### src/rtl/memory_dram_bridge.sv
// rtl/memory_dram_bridge.sv - PDP-6 core-memory slave to 64-bit pipelined Avalon master bridge
// Writes are posted through a small FIFO; a read waits for the FIFO to drain, then issues one master read.
module memory_dram_bridge #(
   parameter int          ADDR_W     = 18,
   parameter int          DATA_W     = 36,
   parameter logic [31:0] BASE_ADDR  = 32'h3000_0000,
   parameter int          WBUF_DEPTH = 4
) (
   input  logic                        clk,
   input  logic                        reset,
   input  logic [ADDR_W-1:0]           s_address,
   input  logic                        s_write,
   input  logic                        s_read,
   input  logic [DATA_W-1:0]           s_writedata,
   output logic [DATA_W-1:0]           s_readdata,
   output logic                        s_waitrequest,
   output logic [31:0]                 m_address,
   output logic                        m_write,
   output logic                        m_read,
   output logic [63:0]                 m_writedata,
   input  logic [63:0]                 m_readdata,
   input  logic                        m_waitrequest,
   input  logic                        m_readdatavalid,
   output logic [$clog2(WBUF_DEPTH):0] wbuf_count
);
   localparam int PTR_W = $clog2(WBUF_DEPTH);
   localparam int CNT_W = PTR_W + 1;

   typedef enum logic [2:0] {ST_IDLE, ST_WR, ST_RD_CMD, ST_RD_WAIT, ST_RD_DONE} state_t;
   state_t r_state, w_state_nxt;

   logic [ADDR_W-1:0] r_fifo_addr [WBUF_DEPTH];
   logic [DATA_W-1:0] r_fifo_data [WBUF_DEPTH];
   logic [PTR_W-1:0]  r_wr_ptr, r_rd_ptr;
   logic [CNT_W-1:0]  r_count, w_count_nxt;
   logic [ADDR_W-1:0] r_rd_addr, w_addr_sel;
   logic [DATA_W-1:0] r_readdata, w_head_data;
   logic              w_full, w_empty, w_push, w_pop, w_rd_phase, w_unused_rdata;

   // Fullness uses the registered count, so a full buffer refuses a push even while popping.
   assign w_full         = (r_count == CNT_W'(WBUF_DEPTH));
   assign w_empty        = (r_count == '0);
   assign w_push         = s_write & ~s_read & ~w_full;
   assign w_pop          = (r_state == ST_WR) & ~m_waitrequest;
   assign w_count_nxt    = r_count + CNT_W'(w_push) - CNT_W'(w_pop);
   assign w_unused_rdata = ^m_readdata;

   always_ff @(posedge clk) begin
      if (w_push) begin
         r_fifo_addr[r_wr_ptr] <= s_address;
         r_fifo_data[r_wr_ptr] <= s_writedata;
      end
   end

   always_ff @(posedge clk) begin
      if (!reset) begin
         r_wr_ptr <= '0;
         r_rd_ptr <= '0;
         r_count  <= '0;
      end else begin
         if (w_push) r_wr_ptr <= r_wr_ptr + 1'b1;
         if (w_pop)  r_rd_ptr <= r_rd_ptr + 1'b1;
         r_count <= w_count_nxt;
      end
   end

   always_ff @(posedge clk) begin
      if (!reset) begin
         r_state    <= ST_IDLE;
         r_rd_addr  <= '0;
         r_readdata <= '0;
      end else begin
         r_state <= w_state_nxt;
         if (r_state == ST_IDLE && w_empty && s_read) r_rd_addr <= s_address;
         if (r_state == ST_RD_WAIT && m_readdatavalid) r_readdata <= m_readdata[DATA_W-1:0];
      end
   end

   always_comb begin
      w_state_nxt = r_state;
      case (r_state)
         ST_IDLE: begin
            if (!w_empty)    w_state_nxt = ST_WR;
            else if (s_read) w_state_nxt = ST_RD_CMD;
         end
         ST_WR:      if (w_pop && w_count_nxt == '0) w_state_nxt = ST_IDLE;
         ST_RD_CMD:  if (!m_waitrequest)             w_state_nxt = ST_RD_WAIT;
         ST_RD_WAIT: if (m_readdatavalid)            w_state_nxt = ST_RD_DONE;
         ST_RD_DONE: w_state_nxt = ST_IDLE;
         default:    w_state_nxt = ST_IDLE;
      endcase
   end

   // An empty FIFO presents a zero head so the master bus idles at BASE_ADDR with zero data.
   assign w_rd_phase  = (r_state == ST_RD_CMD) || (r_state == ST_RD_WAIT) || (r_state == ST_RD_DONE);
   assign w_head_data = w_empty ? '0 : r_fifo_data[r_rd_ptr];
   assign w_addr_sel  = w_rd_phase ? r_rd_addr : (w_empty ? '0 : r_fifo_addr[r_rd_ptr]);

   assign m_address     = BASE_ADDR | 32'({w_addr_sel, 3'b000});
   assign m_writedata   = 64'(w_head_data);
   assign m_write       = (r_state == ST_WR);
   assign m_read        = (r_state == ST_RD_CMD);
   assign s_readdata    = r_readdata;
   assign s_waitrequest = s_read ? (r_state != ST_RD_DONE) : (s_write & w_full);
   assign wbuf_count    = r_count;
endmodule

### config.mk
export PLATFORM = sky130hd
export DESIGN_NAME = memory_dram_bridge
export DESIGN_NICKNAME = d
export VERILOG_FILES = /design/src/rtl/memory_dram_bridge.sv
export SDC_FILE = /design/constraint.sdc
export NUM_CORES = 1
export LEC_CHECK = 0
export CORE_UTILIZATION = 35
export DETAILED_ROUTE_END_ITERATION = 16
export SLEW_MARGIN = 5
export SYNTH_ARGS = -nofsm -noshare
export SYNTH_HDL_FRONTEND = slang
export SYNTH_SLANG_ARGS = --single-unit
### constraint.sdc
create_clock -name clk -period 3.65 [get_ports clk]
set_input_delay 0.365 -clock clk [delete_from_list [all_inputs] [get_ports clk]]
set_output_delay 0.365 -clock clk [all_outputs]
set_load 0.05 [all_outputs]
==> results.py, run 1 <==
metrics = {
    "status": {
        "status": "finished clean",
    },
    "timing": {
        "slew_headroom_pct": 25.5,
        "clock.fmax_mhz": 303,
        "period_needed_ns": 3.30,
        "setup_viol": 0,
        "holdWs_ns": 0.415,
        "min_period_over_period_pct": 90.3,
        "hold_violations": 0,
        "drv_slew": 0,
        "rsz0062_at_grt": "false",
        "tightest_slew_ns": 1.12,
        "fin_tns_setup_ns": 0,
        "fin_skew_ns": 0.0116,
    },
    "pwr": {
        "internal-power_mw": 6.74,
        "clkPwrFrac_pct": 30.8,
        "p_comb_share_pct": 32.4,
        "p_leak_nw": 4.84,
        "swShare_pct": 34.2,
        "power.total_mw": 10.2,
        "power_frac_seq_pct": 36.7,
        "netSwitchingPower_mw": 3.50,
        "p_per_area_mw_per_mm2": 702,
        "peakVddDrop_mv": 0.338,
    },
    "drt": {
        "ant_nets": 0,
        "drc": 0,
        "first_pass_iters": 4,
        "post_drt_via_cell_ratio": 4.74,
        "wire_per_inst_um": 18.3,
        "initialDrtViolationCount": 303,
        "drt_wl_total_mm": 24.2,
        "num_vias": 6275,
    },
    "synth": {
        "syn_inst": 699,
        "yosys.area.top_type_share_pct": 57.3,
        "yosys.area.top_type": "edfxtp_1",
        "synth_area_mm2": 0.0113,
        "yosysUniqueCellTypes": 46,
        "synth_most_common_cell": "edfxtp_1",
        "synth_edf_count": 216,
        "synthFlopType": "edfxtp_1",
        "avgSynthCellArea_um2": 16.2,
        "synth-seq-area-share_pct": 69.0,
        "ys_warn_count": 0,
        "synthTopCellsByCount": "216 x edfxtp_1, 110 x nand2_1, 66 x dfxtp_1",
        "synthArstFlopShare_pct": 0,
        "synth_area_leaders": "edfxtp_1 57%, dfxtp_1 12%, mux4_2 11%, nand2_1 3.6%, buf_4 3.1%",
        "ys_seq_elements": 282,
    },
    "global_routing": {
        "grt_pass1_vias": 6607,
        "grt_antenna_before_repair": 2,
        "grt_max_degree": 66,
        "grt.overflow.total": 0,
        "track_usage_pct": 14.8,
        "grt_pass1_wl_mm": 37.5,
    },
    "job": {
        "drv_cap": 0,
    },
    "die": {
        "die_area_mm2": 0.0331,
        "core_area_mm2": 0.0317,
        "initial_utilization_pct": 35.7,
        "rows": 65,
        "die_h_um": 182,
        "pin_count": 262,
        "die_width_um": 182,
    },
    "clock_tree": {
        "cts_tree": "done",
        "clockBufferDepth": 3,
        "htree_levels": 2,
        "clk_latency_ns": 0.49,
        "clk_pin_slew_worst_paths_ns": 0.06,
        "hold_buffers": 0,
        "cts_sinks": 282,
        "numCtsBuffers": 34,
        "postCtsSetupRepairBufs": 0,
        "cts-root-buf": "clkbuf_16",
    },
    "worst_setup_path": {
        "crit_fanout": 18,
        "critPathLaunchType": "flop",
        "crit_required_ns": 3.28,
        "setup.worst_path.end_class": "primary output",
        "cp.arrival_ns": 2.93,
        "crit_type": "flop to primary output",
    },
    "finish": {
        "fin_nets": 1031,
        "diodes": 0,
        "drive_gt1_share_pct": 15.3,
        "fillers": 2798,
        "synthToLayoutAreaGrowth_pct": 28.8,
        "final_area_mm2": 0.0146,
        "utilization_pct": 46.0,
    },
    "placement": {
        "dp_hpwl_mm": 14.4,
        "routabilityCongestion": 0.704,
        "io_buffers": 191,
        "dpl_cell_area_mm2": 0.0135,
    },
    "hold_path": {
        "hp-class": "input pin to flop",
    },
}
-- repair_timing --
action | in CTS | in global routing
gates resized for setup | 0 | 1
setup endpoints to repair | 0 | 13
endpoints found under the hold margin | 0 | 0
-- flip-flops by register name, summed over array words and instances, names as in the netlist, named ones only --
| register | flops |
|---|---|
| s_readdata | 36 |
| r_fifo_addr | 72 |
| r_state | 3 |
| r_fifo_data | 144 |
| r_rd_addr | 18 |
| r_wr_ptr | 2 |
| r_rd_ptr | 2 |
| wbuf_count | 3 |
-- through the flow --
stage          worst slack (ns)  std cells
2_1_floorplan             0.596        739
3_3_place_gp              0.418       1266
3_5_place_dp              0.377       1266
4_1_cts                  0.0862       1325
5_1_grt                   0.245       1325
6_report                  0.354       1325
-- placed cells by master (no fill, tap or decap), types with 2 or more instances in the layout --
cell type | netlist | final
a21boi_0 | 16 | 16
a21boi_1 | 30 | 30
a21boi_2 | 10 | 10
a22o_1 | 18 | 18
and2_1 | 47 | 43
and2_4 | 0 | 4
buf_12 | 1 | 6
buf_4 | 47 | 9
bufinv_16 | 0 | 2
clkbuf_1 | 11 | 6
clkbuf_16 | 0 | 35
clkdlybuf4s50_1 | 0 | 189
clkinv_1 | 0 | 6
clkinv_2 | 0 | 6
conb_1 | 2 | 42
dfxtp_1 | 66 | 64
dfxtp_4 | 0 | 2
edfxtp_1 | 216 | 216
ha_1 | 6 | 6
inv_1 | 6 | 6
inv_6 | 0 | 2
mux4_2 | 54 | 54
nand2_1 | 110 | 110
nand2b_1 | 2 | 2
nand3_1 | 2 | 2
nor2_1 | 6 | 6
nor2b_1 | 3 | 3
nor4b_2 | 2 | 2
xnor2_1 | 2 | 2
-- cell families (layout without fill, tap and decap cells) --
group           after synthesis  after routing  synth area share, %
flops                       282            282                 69.0
buf+inv                      86            270                 5.01
fa+ha+maj                     7              7                0.840
simple gates                182            182                 7.96
mux                          55             55                 10.8
compound gates               81             81                 5.89
other cells                   2             42               0.0663
xor+xnor                      4              4                0.442
-- critical path, stage by stage, from the launching register on --
cell	delay, ns
dfxtp_1	0.51
and2b_1	0.28
a21o_1	0.24
nor2_8	0.35
a22o_1	0.21
clkdlybuf4s50_1	0.83
-- final cells by class --
type / count / area [µm²] / area share, %
Inverter: 6 / 22.5 / 0.154
Tap cell: 402 / 503 / 3.45
Sequential cell: 282 / 7820 / 53.6
Timing Repair Buffer: 205 / 2080 / 14.3
Clock buffer: 42 / 912 / 6.25
Clock inverter: 17 / 138 / 0.944
Multi-Input combinational cell: 371 / 3110 / 21.3
-- per-layer routing --
layer | vias up | global-route usage [%] | part of all wire (%)
met3 | 39 | 5.23 | 8.2
met2 | 225 | 24.4 | 47
li1 | 2915 | - | -
met4 | 4 | 3.33 | 1.5
met1 | 3092 | 18.7 | 43
met5 | - | 0 | 0.11
-- path summary, 6_finish.rpt --
kind,cells past startpoint,end,startpoint,slack [ns]
worst min-delay path,3,s_readdata[13]$_SDFFE_PN0P_,m_readdata[13],0.41
worst min register to register,2,s_readdata[17]$_SDFFE_PN0P_,s_readdata[17]$_SDFFE_PN0P_,0.45
worst max-delay path,5,m_address[16],r_state[2]$_SDFFE_PN0P_,0.35
worst max register to register,10,r_state[0]$_SDFFE_PN0P_,r_state[0]$_SDFFE_PN0P_,0.91
-- power by group through the flow --
stage	combinational [mW]	sequential, mW	clock, mW
2_1_floorplan	2.28	3.88	0
3_3_place_gp	3.35	3.82	0
3_5_place_dp	3.37	3.83	0
4_1_cts	3.38	3.76	3.26
5_1_grt	3.53	3.79	3.38
6_report	3.32	3.76	3.16
(Power assumes the default switching activity.)
==> run 2, diff against run 1 <==
CORE_UTILIZATION = 39   (was 35)
==> results.py, run 2 (same netlist as run 1, synthesis figures left out) <==
metrics = {
    "worst_setup_path": {
        "crit_fanout": 18,
        "reg2reg_depth": 10,
        "crit_type": "flop to primary output",
        "crit_required_ns": 3.28,
        "slowest_delay_ns": 0.85,
        "cp_slowest_cell": "clkdlybuf4s50_1",
        "critPathLaunchType": "flop",
        "worstPathCellList": "and2b_1 > a21o_1 > nor2_8 > a22o_1 > clkdlybuf4s50_1",
        "setup.worst_path.end_class": "primary output",
        "r2r-end": "r_state[0]$_SDFFE_PN0P_",
        "cp.arrival_ns": 2.95,
        "ff2ff_setup_slack_ns": 0.83,
        "r2r_start": "r_state[0]$_SDFFE_PN0P_",
    },
    "pwr": {
        "p_per_area_mw_per_mm2": 695,
        "p_leak_nw": 4.81,
        "peakVddDrop_mv": 0.374,
    },
    "drt": {
        "initialDrtViolationCount": 237,
        "ant_nets": 0,
        "drt_wl_total_mm": 23.6,
        "first_pass_iters": 4,
        "post_drt_via_cell_ratio": 4.75,
        "drc": 0,
        "num_vias": 6217,
        "wire_per_inst_um": 18.0,
    },
    "finish": {
        "fin_nets": 1033,
        "final_cell_mix": "216 x edfxtp_1, 190 x clkdlybuf4s50_1, 110 x nand2_1, 64 x dfxtp_1, 54 x mux4_2",
        "regMostFlops": "r_fifo_data",
        "largest_register_ffs": 144,
        "stdcell_count": 1310,
        "final_common_cell": "edfxtp_1",
        "diodes": 0,
        "synthToLayoutAreaGrowth_pct": 28.2,
        "drive_gt1_share_pct": 15.2,
    },
    "hold_path": {
        "min_to": "s_readdata[8]$_SDFFE_PN0P_",
        "whs_path_depth": 3,
        "hold_start": "m_readdata[8]",
        "hp-class": "input pin to flop",
    },
    "placement": {
        "pre_cts_ws_ns": 0.490,
        "dp_hpwl_mm": 14.3,
        "placedCellCount": 1253,
        "routabilityCongestion": 0.730,
        "io_buffers": 191,
    },
    "die": {
        "die_area_mm2": 0.0297,
        "core_area_mm2": 0.0286,
        "die_h_um": 172,
        "initial_utilization_pct": 39.5,
        "pin_count": 262,
        "rows": 62,
        "die_width_um": 172,
    },
    "timing": {
        "setup_ws_ns": 0.339,
        "min_period_over_period_pct": 90.7,
        "clock.fmax_mhz": 302,
        "rsz0062_at_grt": "false",
        "drv_slew": 0,
        "tightest_slew_ns": 0.756,
        "period_needed_ns": 3.31,
        "hold_violations": 0,
        "slew_headroom_pct": 49.4,
        "fin_tns_setup_ns": 0,
        "setup_viol": 0,
        "fin_skew_ns": 0.0127,
    },
    "clock_tree": {
        "postCtsSetupRepairBufs": 0,
        "cts-root-buf": "clkbuf_16",
        "clk_latency_ns": 0.54,
        "clk_pin_slew_worst_paths_ns": 0.06,
        "clockBufferDepth": 3,
        "ctsResizeCount": 0,
        "hold_buffers": 0,
        "numCtsBuffers": 31,
        "htree_levels": 1,
        "cts_tree": "done",
        "cts_sinks": 282,
    },
    "global_routing": {
        "grt.overflow.total": 0,
        "grt_antenna_before_repair": 1,
        "grt_max_degree": 51,
        "grt_pass1_vias": 6317,
        "grt_pass1_wl_mm": 36.1,
        "track_usage_pct": 16.1,
    },
    "job": {
        "drv_cap": 0,
    },
    "status": {
        "status": "finished clean",
    },
}
run 2: cell types whose count changed in the layout (fill, tap and decap cells not counted), sizes merged:
cell / before / now
clkinv: 12 / 4
clkbuf: 42 / 48
buf: 16 / 20
clkdlybuf4s50: 189 / 190
clkinvlp: 1 / 2
inv: 8 / 7
run 2: layer usage:
layer	track usage, %	up-vias	wire length (µm)
met5	0	-	13
met2	27.1	213	11500
met1	20.9	3058	10100
li1	-	2916	-
met4	3.27	2	306
met3	4.49	28	1690
run 2: worst max-delay path by stage:
stage                             start                 endpoint  cells past startpoint
2_1_floorplan  wbuf_count[1]$_SDFF_PN0_  r_state[0]$_SDFFE_PN0P_                     12
3_3_place_gp                     s_read  r_state[0]$_SDFFE_PN0P_                     13
3_5_place_dp                     s_read  r_state[0]$_SDFFE_PN0P_                     13
4_1_cts         r_state[2]$_SDFFE_PN0P_            m_address[19]                      5
5_1_grt         r_state[2]$_SDFFE_PN0P_             m_address[3]                      5
6_report        r_state[2]$_SDFFE_PN0P_            m_address[19]                      5
run 2: power breakdown:
part / switching (mW) / internal [mW] / total, mW
logic: 2.14 / 1.18 / 3.32
clock network: 1.19 / 1.81 / 3.00
registers: 0.119 / 3.65 / 3.77
total: 3.45 / 6.64 / 10.1
run 2: per-stage QoR:
step / cell area (µm²) / hold slack (ns) / utilization (%) / power (mW)
floorplan: 11500 / 0.444 / - / 6.16
global placement: 13500 / 0.439 / 47.2 / 7.18
detailed placement: 13500 / 0.444 / 47.2 / 7.19
CTS: 14500 / 0.344 / 50.7 / 10.2
global route: 14500 / 0.359 / 50.7 / 10.5
finish: 14500 / 0.369 / 50.7 / 10.1
run 2: critical path: cells and delay by family (launching register included):
kind / cells / cell delay (ns)
simple gates: 2 / 0.62
buf+inv: 1 / 0.85
flops: 1 / 0.52
compound gates: 2 / 0.41
run 2: final cells by class:
class | count | area (µm²)
repair buffers | 210 | 2100
clock inverters | 9 | 103
well taps | 384 | 480
fillers | 2410 | 14100
flip-flops and latches | 282 | 7810
multi-input cells | 371 | 3100
clock buffers | 48 | 890
inverters | 6 | 22.5
